<file path="src/rtl/mul_pkg.sv">
//------------------------------------------------------------------------------
// Module   : mul_pkg
// Purpose  : Shared constants for the iterative shift-add multiplier:
//            datapath width, RV32M operation encodings, one-hot FSM states
//            and the iteration counter width.
// Revision : 1.0 - initial release
//------------------------------------------------------------------------------
`default_nettype none

package mul_pkg;

    // Operand/result width; the op encodings and the 5-bit counter assume 32.
    localparam int XLEN = 32;

    // Iteration counter: one product bit per cycle, 32 iterations.
    localparam int CNT_W = 5;

    // Operation encodings carried on op_i.
    localparam logic [1:0] MUL_OP_MUL    = 2'b00;
    localparam logic [1:0] MUL_OP_MULH   = 2'b01;
    localparam logic [1:0] MUL_OP_MULHSU = 2'b10;
    localparam logic [1:0] MUL_OP_MULHU  = 2'b11;

    // One-hot FSM state encoding.
    localparam int         STATE_W = 3;
    localparam logic [2:0] ST_IDLE = 3'b001;
    localparam logic [2:0] ST_BUSY = 3'b010;
    localparam logic [2:0] ST_FIN  = 3'b100;

endpackage : mul_pkg

`default_nettype wire

</file>
<file path="src/rtl/mul_operand_cond.sv">
//------------------------------------------------------------------------------
// Module   : mul_operand_cond
// Purpose  : Combinational operand conditioning for the multiplier. Decides
//            per operand whether it is read as signed (from the operation),
//            produces the unsigned magnitude of each operand and the sign of
//            the final product.
// Ports    : i_mul1  [XLEN] rs1 operand (multiplicand)
//            i_mul2  [XLEN] rs2 operand (multiplier)
//            i_op    [2]    operation encoding
//            o_abs1  [XLEN] |rs1| under the selected interpretation
//            o_abs2  [XLEN] |rs2| under the selected interpretation
//            o_neg   [1]    product must be negated at the end
// Revision : 1.0 - initial release
//------------------------------------------------------------------------------
`default_nettype none

module mul_operand_cond
    import mul_pkg::*;
#(
    parameter int XLEN_P = XLEN
) (
    input  logic [XLEN_P-1:0] i_mul1,
    input  logic [XLEN_P-1:0] i_mul2,
    input  logic [1:0]        i_op,
    output logic [XLEN_P-1:0] o_abs1,
    output logic [XLEN_P-1:0] o_abs2,
    output logic              o_neg
);

    logic w_signed1;
    logic w_signed2;
    logic w_sign1;
    logic w_sign2;

    // rs1 is signed for MULH and MULHSU, rs2 only for MULH.
    assign w_signed1 = (i_op == MUL_OP_MULH) || (i_op == MUL_OP_MULHSU);
    assign w_signed2 = (i_op == MUL_OP_MULH);

    assign w_sign1 = w_signed1 & i_mul1[XLEN_P-1];
    assign w_sign2 = w_signed2 & i_mul2[XLEN_P-1];

    // Two's-complement negate; the most negative value maps onto 2^(XLEN-1),
    // which is still representable as an unsigned magnitude.
    assign o_abs1 = w_sign1 ? (~i_mul1 + 1'b1) : i_mul1;
    assign o_abs2 = w_sign2 ? (~i_mul2 + 1'b1) : i_mul2;

    assign o_neg  = w_sign1 ^ w_sign2;

endmodule : mul_operand_cond

`default_nettype wire

</file>
<file path="src/rtl/multiplier.sv">
//------------------------------------------------------------------------------
// Module   : multiplier
// Purpose  : Iterative shift-add multiplier for RV32M MUL/MULH/MULHSU/MULHU.
//            One operand pair per request, one product bit per cycle, and a
//            one-cycle rdy_o pulse carrying the result. Accepts a new request
//            in the result cycle so back-to-back operations have no bubble.
// Ports    : clk    [1]    clock
//            rst    [1]    asynchronous active-high reset
//            mul1_i [XLEN] multiplicand (rs1)
//            mul2_i [XLEN] multiplier (rs2)
//            op_i   [2]    00 MUL, 01 MULH, 10 MULHSU, 11 MULHU
//            vld_i  [1]    request valid, held until accepted
//            res_o  [XLEN] result, valid while rdy_o is high
//            rdy_o  [1]    one-cycle result pulse
// Options  : MULTIPLIER_EARLY_TERM_EN - leave BUSY as soon as no multiplier
//            bits remain; results unchanged, latency 2 + msb_index(|rs2|).
// Revision : 1.0 - initial release
//------------------------------------------------------------------------------
`default_nettype none

module multiplier
    import mul_pkg::*;
#(
    parameter int XLEN_P = XLEN
) (
    input  logic              clk,
    input  logic              rst,
    input  logic [XLEN_P-1:0] mul1_i,
    input  logic [XLEN_P-1:0] mul2_i,
    input  logic [1:0]        op_i,
    input  logic              vld_i,
    output logic [XLEN_P-1:0] res_o,
    output logic              rdy_o
);

    localparam logic [CNT_W-1:0] c_cnt_last = CNT_W'(XLEN_P - 1);

    // Registered state and datapath.
    logic [STATE_W-1:0]  r_state;
    logic [1:0]          r_op;
    logic                r_neg;
    logic [2*XLEN_P-1:0] r_acc;
    logic [2*XLEN_P-1:0] r_mcand;
    logic [XLEN_P-1:0]   r_mplier;
    logic [CNT_W-1:0]    r_cnt;
    logic [XLEN_P-1:0]   r_res;
    logic                r_rdy;

    // Combinational helpers.
    logic [XLEN_P-1:0]   w_abs1;
    logic [XLEN_P-1:0]   w_abs2;
    logic                w_neg;
    logic                w_accept;
    logic                w_last;
    logic [2*XLEN_P-1:0] w_acc_next;
    logic [2*XLEN_P-1:0] w_prod;
    logic [XLEN_P-1:0]   w_res_sel;

    mul_operand_cond #(
        .XLEN_P (XLEN_P)
    ) u_operand_cond (
        .i_mul1 (mul1_i),
        .i_mul2 (mul2_i),
        .i_op   (op_i),
        .o_abs1 (w_abs1),
        .o_abs2 (w_abs2),
        .o_neg  (w_neg)
    );

    // A request is taken from IDLE or from the result cycle (FIN).
    assign w_accept = vld_i && ((r_state == ST_IDLE) || (r_state == ST_FIN));

    // Accumulator value after the current BUSY iteration.
    assign w_acc_next = r_acc + (r_mplier[0] ? r_mcand : '0);

    // Final signed product and the half the instruction asks for. Computed from
    // w_acc_next so the result can be registered on the BUSY-to-FIN edge.
    assign w_prod    = r_neg ? (~w_acc_next + 1'b1) : w_acc_next;
    assign w_res_sel = (r_op == MUL_OP_MUL) ? w_prod[XLEN_P-1:0]
                                            : w_prod[2*XLEN_P-1:XLEN_P];

`ifdef MULTIPLIER_EARLY_TERM_EN
    // Once only bit 0 (or nothing) of the multiplier remains, this iteration
    // consumes the last contributing bit and the product is complete.
    assign w_last = (r_cnt == c_cnt_last) || (r_mplier[XLEN_P-1:1] == '0);
`else
    assign w_last = (r_cnt == c_cnt_last);
`endif

    always_ff @(posedge clk or posedge rst) begin
        if (rst) begin
            r_state  <= ST_IDLE;
            r_op     <= MUL_OP_MUL;
            r_neg    <= 1'b0;
            r_acc    <= '0;
            r_mcand  <= '0;
            r_mplier <= '0;
            r_cnt    <= '0;
            r_res    <= '0;
            r_rdy    <= 1'b0;
        end else begin
            r_rdy <= 1'b0;
            if (w_accept) begin
                r_op     <= op_i;
                r_neg    <= w_neg;
                r_mcand  <= {{XLEN_P{1'b0}}, w_abs1};
                r_mplier <= w_abs2;
                r_acc    <= '0;
                r_cnt    <= '0;
                r_state  <= ST_BUSY;
            end else begin
                case (r_state)
                    ST_IDLE: begin
                        r_state <= ST_IDLE;
                    end
                    ST_BUSY: begin
                        r_acc    <= w_acc_next;
                        r_mcand  <= r_mcand << 1;
                        r_mplier <= r_mplier >> 1;
                        // Wraps to zero on the final fixed-length iteration.
                        r_cnt    <= r_cnt + 1'b1;
                        if (w_last) begin
                            r_res   <= w_res_sel;
                            r_rdy   <= 1'b1;
                            r_state <= ST_FIN;
                        end
                    end
                    ST_FIN: begin
                        r_state <= ST_IDLE;
                    end
                    default: begin
                        r_state <= ST_IDLE;
                    end
                endcase
            end
        end
    end

    assign res_o = r_res;
    assign rdy_o = r_rdy;

endmodule : multiplier

`default_nettype wire
</file>
<file path="config.mk">
export PLATFORM = sky130hd
export DESIGN_NAME = multiplier
export DESIGN_NICKNAME = d
export VERILOG_FILES = /design/src/rtl/mul_pkg.sv /design/src/rtl/mul_operand_cond.sv /design/src/rtl/multiplier.sv
export SDC_FILE = /design/constraint.sdc
export NUM_CORES = 1
export LEC_CHECK = 0
export CAP_MARGIN = 20
export CORE_ASPECT_RATIO = 1.4
export CORE_UTILIZATION = 40
export DETAILED_ROUTE_END_ITERATION = 10
export PLACE_DENSITY = 0.56
export SLEW_MARGIN = 20
export SYNTH_ARGS = -nofsm -noshare
export SYNTH_HDL_FRONTEND = slang
export SYNTH_SLANG_ARGS = --single-unit
</file>
<file path="constraint.sdc">
create_clock -name clk -period 9.8 [get_ports clk]
set_clock_uncertainty 0.05 [all_clocks]
set_input_delay 1.96 -clock clk [delete_from_list [all_inputs] [get_ports clk]]
set_output_delay 1.96 -clock clk [all_outputs]
set_load 0.02 [all_outputs]
</file>
Yosys cells after proc, flatten, opt, wreduce, memory -nomap -nowiden
Index checks and enable logic that the tools add are counted.
{"block": "classes", "n_addsub": 5, "n_eq_ne": 7, "n_mux": 19, "bitwise": 7, "reduce_logical": 6}
{"operator": "64-bit 2-to-1 mux", "count": 6}
{"operator": "32-bit 2-to-1 mux", "count": 5}
{"operator": "32-bit by 1-bit adder with 32-bit output, second input constant", "count": 2}
{"operator": "64-bit by 1-bit adder with 64-bit output, second input constant", "count": 1}
{"operator": "64-bit adder", "count": 1}
{"operator": "32-bit inverter", "count": 2}
{"operator": "64-bit inverter", "count": 1}
{"operator": "5-bit 2-to-1 mux", "count": 2}
{"operator": "3-bit 2-to-1 mux", "count": 3}
{"operator": "5-bit by 1-bit adder with 5-bit output, second input constant", "count": 1}
{"operator": "5-bit == test, second input constant", "count": 1}
{"operator": "3-bit by 1-bit == test with 1-bit output, second input constant", "count": 1}
{"operator": "3-bit by 2-bit == test with 1-bit output, second input constant", "count": 1}
{"operator": "3-bit == test, second input constant", "count": 1}
{"operator": "1-bit 2-to-1 mux", "count": 3}
{"operator": "3-bit != test, second input constant", "count": 1}
{"operator": "3-bit AND reduction", "count": 1}
{"operator": "1-bit bitwise AND", "count": 2}
{"operator": "2-bit by 1-bit == test with 1-bit output, second input constant", "count": 1}
{"operator": "2-bit == test, second input constant", "count": 1}
{"operator": "2-bit zero test", "count": 1}
{"operator": "1-bit logical OR", "count": 2}
{"operator": "2-bit nonzero test", "count": 1}
{"operator": "1-bit logical AND", "count": 1}
{"operator": "2 further kinds", "count": 2}
{"block": "totals", "register_bits": 204, "inputBits": 69, "out_inout_bits": 33, "word_cells": 53}

Logic depth before layout (Yosys ltp)
Gate-level depths: netlist of the first run.
{"block": "logic_depth", "depth_word": 6, "depth_mapped": 19}

By module
A second synthesis of the first run with hierarchy kept.
{"block": "hier_totals", "cells_unflattened": 2135, "area_unflattened_um2": 16584.7}
{"mod": "multiplier", "n_inst": 1, "cells_each": 1920, "area_each_um2": 15143.3, "seq_area_each_um2": 5106.1}
{"mod": "mul_operand_cond", "n_inst": 1, "cells_each": 215, "area_each_um2": 1441.4, "seq_area_each_um2": 0.0}

Worst setup path after synthesis of the first run
Ideal clock, no wire load.
{"block": "synth_path", "path_type": "input -> register", "from": "in mul1_i[15]", "to": "reg r_mcand[30]", "arrival_ns": 4.706, "slack_ns": 4.907, "cell_stages": 8, "n_path_buf": 0, "cell_sequence": "or4_1 -> or3_1 -> or4_1 -> or4_1 -> or4_1 -> o41ai_1 -> xor2_1 -> o21ai_0"}
{"block": "synth_via", "elab_chain_len": 4}
{"item": "start, declared", "line": "multiplier.sv:28", "source": "input logic [XLEN_P-1:0] mul1_i,"}
{"item": "32-bit inverter", "line": "mul_operand_cond.sv:44", "source": "assign o_abs1 = w_sign1 ? (~i_mul1 + 1'b1) : i_mul1;"}
{"item": "32-bit by 1-bit adder with 32-bit output", "line": "mul_operand_cond.sv:44"}
{"item": "32-bit 2-to-1 mux", "line": "mul_operand_cond.sv:44"}
{"item": "64-bit 2-to-1 mux", "line": "multiplier.sv:103", "source": "if (w_accept) begin"}
{"item": "end signal, assigned", "line": "multiplier.sv:106", "source": "r_mcand <= {{XLEN_P{1'b0}}, w_abs1};"}
{"item": "end signal, assigned", "line": "multiplier.sv:118", "source": "r_mcand <= r_mcand << 1;"}
{"item": "end, declared", "line": "multiplier.sv:43", "source": "logic [2*XLEN_P-1:0] r_mcand;"}
Every way passes these cells.
A chain may end at the register's enable or synchronous reset.

Worst setup path in the final report of the first run
{"block": "layout_path", "from": "reg r_mplier[0]", "to": "reg r_res[31] (netlist: res_o[31])"}
{"block": "layout_via", "elab_chain_len": 6}
{"item": "start, declared", "line": "multiplier.sv:44", "source": "logic [XLEN_P-1:0] r_mplier;"}
{"item": "start signal, assigned", "line": "multiplier.sv:107", "source": "r_mplier <= w_abs2;"}
{"item": "start signal, assigned", "line": "multiplier.sv:119", "source": "r_mplier <= r_mplier >> 1;"}
{"item": "64-bit 2-to-1 mux (*)", "line": "multiplier.sv:74", "source": "assign w_acc_next = r_acc + (r_mplier[0] ? r_mcand : '0);"}
{"item": "64-bit adder (*)", "line": "multiplier.sv:74"}
{"item": "64-bit inverter", "line": "multiplier.sv:78", "source": "assign w_prod = r_neg ? (~w_acc_next + 1'b1) : w_acc_next;"}
{"item": "64-bit by 1-bit adder with 64-bit output", "line": "multiplier.sv:78"}
{"item": "64-bit 2-to-1 mux (*)", "line": "multiplier.sv:78"}
{"item": "32-bit 2-to-1 mux (*)", "line": "multiplier.sv:79", "source": "assign w_res_sel = (r_op == MUL_OP_MUL) ? w_prod[XLEN_P-1:0]"}
{"item": "end signal, assigned", "line": "multiplier.sv:123", "source": "r_res <= w_res_sel;"}
{"item": "end, declared", "line": "multiplier.sv:46", "source": "logic [XLEN_P-1:0] r_res;"}
Mark *: on every way between the ends. The rest lies on a longest branch, timed or not.

==> results of run 1 <==
## how the worst max path moves through the flow
stage                 to         from
2_1_floorplan   r_acc[0]          rst
3_3_place_gp   res_o[23]  r_mplier[0]
3_5_place_dp   res_o[31]  r_mplier[0]
6_report       res_o[31]  r_mplier[0]
5_1_grt        res_o[31]  r_mplier[0]
4_1_cts        res_o[31]  r_mplier[0]
## cell usage after synthesis (all sizes together) (9+ instances only)
cell	instances	area share
nand2	287	0.065
o21ai	265	0.081
dfrtp	203	0.31
nor2	141	0.032
a21oi	134	0.043
clkbuf	109	0.028
nand3	80	0.024
and2	69	0.026
ha	69	0.052
xor2	67	0.035
a22oi	63	0.028
xnor2	58	0.031
nor3	51	0.015
nand4	45	0.017
a21o	31	0.014
o31ai	30	0.014
buf	29	0.013
o211ai	28	0.014
nor4	25	0.012
inv	24	0.0054
or3	18	0.0071
or4	18	0.0087
and3	16	0.0061
a31oi	15	0.0069
mux2i	15	0.0090
o21a	14	0.0063
o41ai	11	0.0058
a211oi	9	0.0044
a22o	9	0.0047
## registers in the layout, indices dropped and copies added (netlist names)
signal,cells
r_state,3
r_cnt,5
r_neg,1
r_mplier,32
r_acc,64
r_mcand,64
r_op,2
res_o,32
rdy_o,1
## worst register-to-register path, delay by kind of cell (launching register included)
| kind | cells | cell delay [ns] |
|---|---|---|
| flops | 1 | 0.37 |
| xor+xnor | 1 | 0.39 |
| compound gates | 6 | 1.47 |
| buf+inv | 1 | 0.31 |
| fa+ha+maj | 1 | 0.54 |
| simple gates | 6 | 2.55 |
## metal layers
layer / up-vias / track usage / part of all wire / routed length, um
li1: 7783 / - / - / -
met1: 7697 / 0.324 / 0.40 / 23100
met2: 517 / 0.472 / 0.49 / 28600
met3: 154 / 0.0318 / 0.047 / 2760
met4: 0 / 0.153 / 0.064 / 3750
met5: - / 0 / 0 / 0
## stage by stage
step,hold slack (ns),instances,power [mW]
2_1_floorplan,0.406,2094,3.00
3_3_place_gp,0.411,2631,3.68
3_5_place_dp,0.419,2631,3.69
4_1_cts,0.433,2674,4.65
5_1_grt,0.451,2675,4.94
6_report,0.427,2675,4.64
## placed cells by master (no fill, tap or decap), drive strengths merged, types with 58 or more instances in the layout
cell           synthesis  final
nand3                 80     80
nand2                287    287
ha                    69     69
a21oi                134    134
a22oi                 63     63
o21ai                265    265
nor2                 141    141
and2                  69     69
dfrtp                203    203
clkdlybuf4s50          0    101
xor2                  67     67
xnor2                 58     58
## where the power goes
group | switching [mW] | internal, mW
Combinational | 1.65 | 0.823
Sequential | 0.189 | 1.05
Clock | 0.384 | 0.549
Total | 2.22 | 2.42
## cell type report
class / count / area [um^2]
repair buffers: 136 / 1300
inverters: 25 / 101
clock inverters: 9 / 101
fillers: 4144 / 22300
clock buffers: 34 / 699
multi-input cells: 1727 / 10800
well taps: 540 / 676
flip-flops and latches: 204 / 5110
## logic make-up (layout without fill, tap and decap cells)
logic type      count (synthesis)  after routing  synth area share
xor+xnor                      125            125            0.0658
compound gates                704            704             0.275
mux                            19             19            0.0117
fa+ha+maj                      70             70            0.0531
flops                         204            204             0.307
simple gates                  809            809             0.241
buf+inv                       163            204            0.0463
==> metrics.md, run 1 <==
| Metric | Value |
|---|---|
| Setup TNS | `0 ns` |
| Setup bufs post-CTS | `0` |
| Global-route wire length before repair | `90,900 um` |
| Ant diodes | `0` |
| Reg-to-reg startpoint | `r_mplier[0]` |
| CP Buf/Inv Count | `1` |
| Status | `complete, no violations` |
| Pleak | `7.83 nW` |
| Slack of the worst reg-to-reg path | `4.07 ns` |
| Post-route ant nets | `0` |
| Vias in the first global route | `15,600` |
| Post-synth cell types | `112` |
| Post-Synthesis Cells | `2,094` |
| Crit. End Element | `flop` |
| Port Buffers | `101` |
| Place WS | `4.17 ns` |
| Worst hold path class | `flop to flop` |
| GRT Util Overall | `0.272` |
| Slew HR | `0.265` |
| Sequential share of the synthesized area | `0.307` |
| Depth of the CTS H-tree | `1` |
| Clk_lat worst skew | `0.55 ns` |
| Max Buffers Root-to-Sink | `3` |
| TritonCTS Buffers | `24` |
| Layout area overhead | `12.9%` |
| Chip Height | `243 um` |
| Clk pin slew, worst setup/hold paths | `0.06 ns` |
| # Max-Cap Violations | `0` |
| Residual DRC | `0` |
| Syn Nets | `2,233` |
| Crit-path slowest cell | `or4_2` |
| Fin util | `0.457` |
| Die width | `174 um` |
| Tmin final | `5.73 ns` |
| DR WL/cell | `21.8 um` |
| CP max FO | `64` |
| Initial Utilization | `0.405` |
| Final setup margin | `4.07 ns` |
| Pwr Density | `247 nW/um^2` |
| Critical path arrival | `6.15 ns` |
| Cell family with most CP delay | `simple AND/OR/NAND/NOR gates` |
| Least-Margin Pin Slew | `1.10 ns` |
| Die ar. | `42,400 um^2` |
| VDD IR max | `0.129 mV` |
| Final Cell Area | `18,800 um^2` |
| Worst Min Path Start | `res_o[1]` |
| Hold Path Depth | `2` |
| Synth Register Bits | `204` |
| Setup violators final | `0` |
| Clock Sinks | `204` |
| Critical path class | `flop to flop` |
| Post-synth EDFFs | `0` |
| TritonCTS clock tree | `built` |
| # resized after CTS | `0` |
| Grt total ovfl | `0` |
| Number of antenna violations at the first check in global routing | `0` |
| Achievable Freq | `0.175 GHz` |
| Via density | `6.04` |
| Iteration-0 DRC Markers | `1,083` |
| Post-cts hold buffer count | `0` |
| DP HPWL | `44,300 um` |
| Crit-path cells | `buf_4 -> and2_1 -> ha_1 -> nand4_1 -> nor3_1 -> o21ai_4 -> a31oi_1 -> xnor2_1 -> o211ai_1 -> nor3_1 -> nand4_1 -> or4_2 -> a41oi_1 -> o211ai_1 -> a21oi_1` |
| CTS root buffer | `clkbuf_16` |
| Layout cell share with drive strength beyond 1 | `0.0674` |
| RSZ-0062 raised after global routing | `false` |
| Fin nets | `2,257` |
| Routability Congestion | `1.00` |
| Max-slew violations | `0` |
| Core Area | `41,100 um^2` |
| I/O pins | `102` |
| CP startpoint kind | `flop` |
| Worst EP required | `10.22 ns` |
| Synthesized area | `16,600 um^2` |
| Final period utilization | `0.584` |
| Async set-or-reset flop fraction in the synthesized netlist | `1.00` |
| Final hold vios | `0` |
| Ys flop type | `dfrtp_1` |
| Largest stage delay on the critical path | `0.68 ns` |
| Syn Area/Cell | `7.94 um^2` |
| Reg2Reg Capture Point | `res_o[31]` |
| Drt pass-1 iters | `5` |
| FF-to-FF path depth | `15` |
| Cell Area, Placed | `17,900 um^2` |
| Total number of vias | `16,200` |
| FP Rows | `88` |
| Yosys Warn Count | `0` |
| Final WL | `58,200 um` |
| Largest net degree at the start of global routing | `106` |
| Crit path depth | `15` |
| Worst Hold Path EP | `res_o[1]` |
Note: power is estimated with default switching activity, not from simulation.
==> run 2, diff against run 1 <==
==> constraint.sdc (replaced) <==
create_clock -name clk -period 5.4 [get_ports clk]
set_clock_uncertainty 0.05 [all_clocks]
set_input_delay 1.08 -clock clk [delete_from_list [all_inputs] [get_ports clk]]
set_output_delay 1.08 -clock clk [all_outputs]
set_load 0.02 [all_outputs]
==> run 2 against run 1 <==
Against the previous run: sequential share of layout area down 0.68 points; final area rose by 2.6%; total power rose by 88%; fmax is 13% higher; die area unchanged; routed wire length increased by 2.5%; critical endpoint is now res_o[27]; largest cell class unchanged; largest power group unchanged; highest routed layer unchanged.
==> metrics.md, run 2 (same netlist as run 1, synthesis figures left out) <==
| Metric | Value |
|---|---|
| Status | `complete, no violations (unchanged)` |
| Setup TNS | `0 ns (unchanged)` |
| TritonCTS clock tree | `built (unchanged)` |
| Initial Utilization | `0.405 (unchanged)` |
| Global-route wire length before repair | `94,200 um (was 90,900 um)` |
| Cell family with most CP delay | `compound AO/OA/AOI/OAI gates (was simple AND/OR/NAND/NOR gates)` |
| Final Cell Area | `19,300 um^2 (was 18,800 um^2)` |
| Achievable Freq | `0.198 GHz (was 0.175 GHz)` |
| Die ar. | `42,400 um^2 (unchanged)` |
| Grt total ovfl | `0 (unchanged)` |
| Worst hold path class | `flop to flop (unchanged)` |
| Final period utilization | `0.937 (was 0.584)` |
| CP Buf/Inv Count | `1 (unchanged)` |
| Final setup margin | `0.340 ns (was 4.07 ns)` |
| Slew HR | `0.354 (was 0.265)` |
| DP HPWL | `46,400 um (was 44,300 um)` |
| Via density | `5.99 (was 6.04)` |
| Worst setup endpoint | `res_o[27] (was res_o[31])` |
| CTS root buffer | `clkbuf_16 (unchanged)` |
| Post-route ant nets | `0 (unchanged)` |
| Pwr Density | `454 nW/um^2 (was 247 nW/um^2)` |
| Slack of the worst reg-to-reg path | `0.34 ns (was 4.07 ns)` |
| Die width | `174 um (unchanged)` |
| CP startpoint kind | `flop (unchanged)` |
| VDD IR max | `0.272 mV (was 0.129 mV)` |
| Commonest non-fill, non-tap cell in the layout | `nand2_1 (unchanged)` |
| Least-Margin Pin Slew | `0.967 ns (was 1.10 ns)` |
| Max-slew violations | `0 (unchanged)` |
| Layout area overhead | `15.8% (was 12.9%)` |
| CP max FO | `64 (unchanged)` |
| RSZ-0062 raised after global routing | `false (unchanged)` |
| Place WS | `-0.0460 ns (was 4.17 ns)` |
| Most frequent cells in the layout | `285 x nand2_1, 246 x o21ai_0, 202 x dfrtp_1 (unchanged)` |
| Ant diodes | `0 (unchanged)` |
| Core Area | `41,100 um^2 (unchanged)` |
| Final WL | `59,600 um (was 58,200 um)` |
| Crit path depth | `14 (was 15)` |
| GRT Util Overall | `0.281 (was 0.272)` |
| Reg-to-reg startpoint | `r_mplier[0] (unchanged)` |
| Largest stage delay on the critical path | `0.70 ns (was 0.68 ns)` |
| Crit. End Element | `flop (unchanged)` |
| Cell Area, Placed | `18,400 um^2 (was 17,900 um^2)` |
| Vias in the first global route | `16,200 (was 15,600)` |
| # Max-Cap Violations | `0 (unchanged)` |
| FP Rows | `88 (unchanged)` |
| Critical path arrival | `5.49 ns (was 6.15 ns)` |
| Number of antenna violations at the first check in global routing | `0 (unchanged)` |
| Total power | `8.75 mW (was 4.64 mW)` |
| Crit-path slowest cell | `or4_1 (was or4_2)` |
| Port Buffers | `101 (unchanged)` |
| Tmin final | `5.06 ns (was 5.73 ns)` |
| Post-cts hold buffer count | `0 (unchanged)` |
| Fill cells | `4,077 (was 4,144)` |
| I/O pins | `102 (unchanged)` |
| Final hold vios | `0 (unchanged)` |
| Fin nets | `2,312 (was 2,257)` |
| FF-to-FF path depth | `14 (was 15)` |
| WHS | `0.425 ns (was 0.427 ns)` |
| Largest net degree at the start of global routing | `129 (was 106)` |
| Setup violators final | `0 (unchanged)` |
| Largest registers | `r_acc x64, r_mcand x64 (unchanged)` |
| Layout cell share with drive strength beyond 1 | `0.0913 (was 0.0674)` |
| Critical path class | `flop to flop (unchanged)` |
| Drt pass-1 iters | `6 (was 5)` |
| Total number of vias | `16,400 (was 16,200)` |
| Chip Height | `243 um (unchanged)` |
| Clock Sinks | `204 (unchanged)` |
| TritonCTS Buffers | `25 (was 24)` |
| Pleak | `8.11 nW (was 7.83 nW)` |
| Max Buffers Root-to-Sink | `3 (unchanged)` |
| Depth of the CTS H-tree | `1 (unchanged)` |
| Residual DRC | `0 (unchanged)` |
| Reg2Reg Capture Point | `res_o[27] (was res_o[31])` |
| Crit-path cells | `buf_12 -> and2_1 -> ha_1 -> a21oi_1 -> o21ai_1 -> a221o_1 -> a221o_1 -> or4b_1 -> o211ai_2 -> nand4_1 -> or4_1 -> nand3b_1 -> o311a_1 -> o21ai_1 (was buf_4 -> and2_1 -> ha_1 -> nand4_1 -> nor3_1 -> o21ai_4 -> a31oi_1 -> xnor2_1 -> o211ai_1 -> nor3_1 -> nand4_1 -> or4_2 -> a41oi_1 -> o211ai_1 -> a21oi_1)` |
| Iteration-0 DRC Markers | `1,293 (was 1,083)` |
| CP Launch Point | `r_mplier[0] (unchanged)` |
| Worst EP required | `5.84 ns (was 10.22 ns)` |
| Clk_lat worst skew | `0.56 ns (was 0.55 ns)` |
| DR WL/cell | `21.8 um (about the same)` |
| Clk pin slew, worst setup/hold paths | `0.06 ns (about the same)` |
| Routability Congestion | `0.980 (was 1.00)` |
-- run 2: worst min path at each step --
stage | startpoint | to | slack (ns) | cells past startpoint
finish | res_o[4] | res_o[4] | 0.42 | 2
global route | res_o[20] | res_o[20] | 0.46 | 2
CTS | res_o[4] | res_o[4] | 0.43 | 2
detailed placement | res_o[4] | res_o[4] | 0.42 | 2
global placement | res_o[4] | res_o[4] | 0.41 | 2
floorplan | r_acc[20] | r_acc[20] | 0.41 | 2
-- run 2: tightest hold or removal path, delay by kind of cell, from the launching register on --
kind	cells	cell delay [ns]
DFF	1	0.34
and+or+nand+nor	2	0.10
-- run 2: final cells by class --
type                    instances  area, um^2  share of cell area
clock buffers                  37         731              0.0379
repair buffers                190        1720              0.0892
clock inverters                 8         129             0.00669
inverters                      25        97.6             0.00507
flip-flops and latches        204        5110               0.265
multi-input cells            1727       10800               0.561
well taps                     540         676              0.0351
-- run 2: per-stage QoR --
step,util,instances
after floorplan,-,2094
after global placement,0.447,2685
after detailed placement,0.447,2685
after CTS,0.468,2731
after global routing,0.469,2731
final,0.469,2731
-- run 2: what timing repair did --
action,in CTS,in global routing
gates resized for setup,0,3
pin swaps,1,0
cloned,0,0
setup endpoints to repair,6,11
buffers inserted,1,0
-- run 2: per-layer routing --
metal  part of all wire  GRT usage  vias to the layer above
met1               0.41      0.339                     7928
met5                  0          0                        -
met4              0.052      0.135                        0
li1                   -          -                     7897
met3              0.038     0.0286                      115
met2               0.50      0.498                      413
-- run 2: report_power, final --
group          leakage, nW  switching, mW  internal (mW)
clock                0.423          0.698           1.08
sequential            2.73          0.270           1.90
combinational         4.96           3.13           1.67
total                 8.11           4.10           4.65
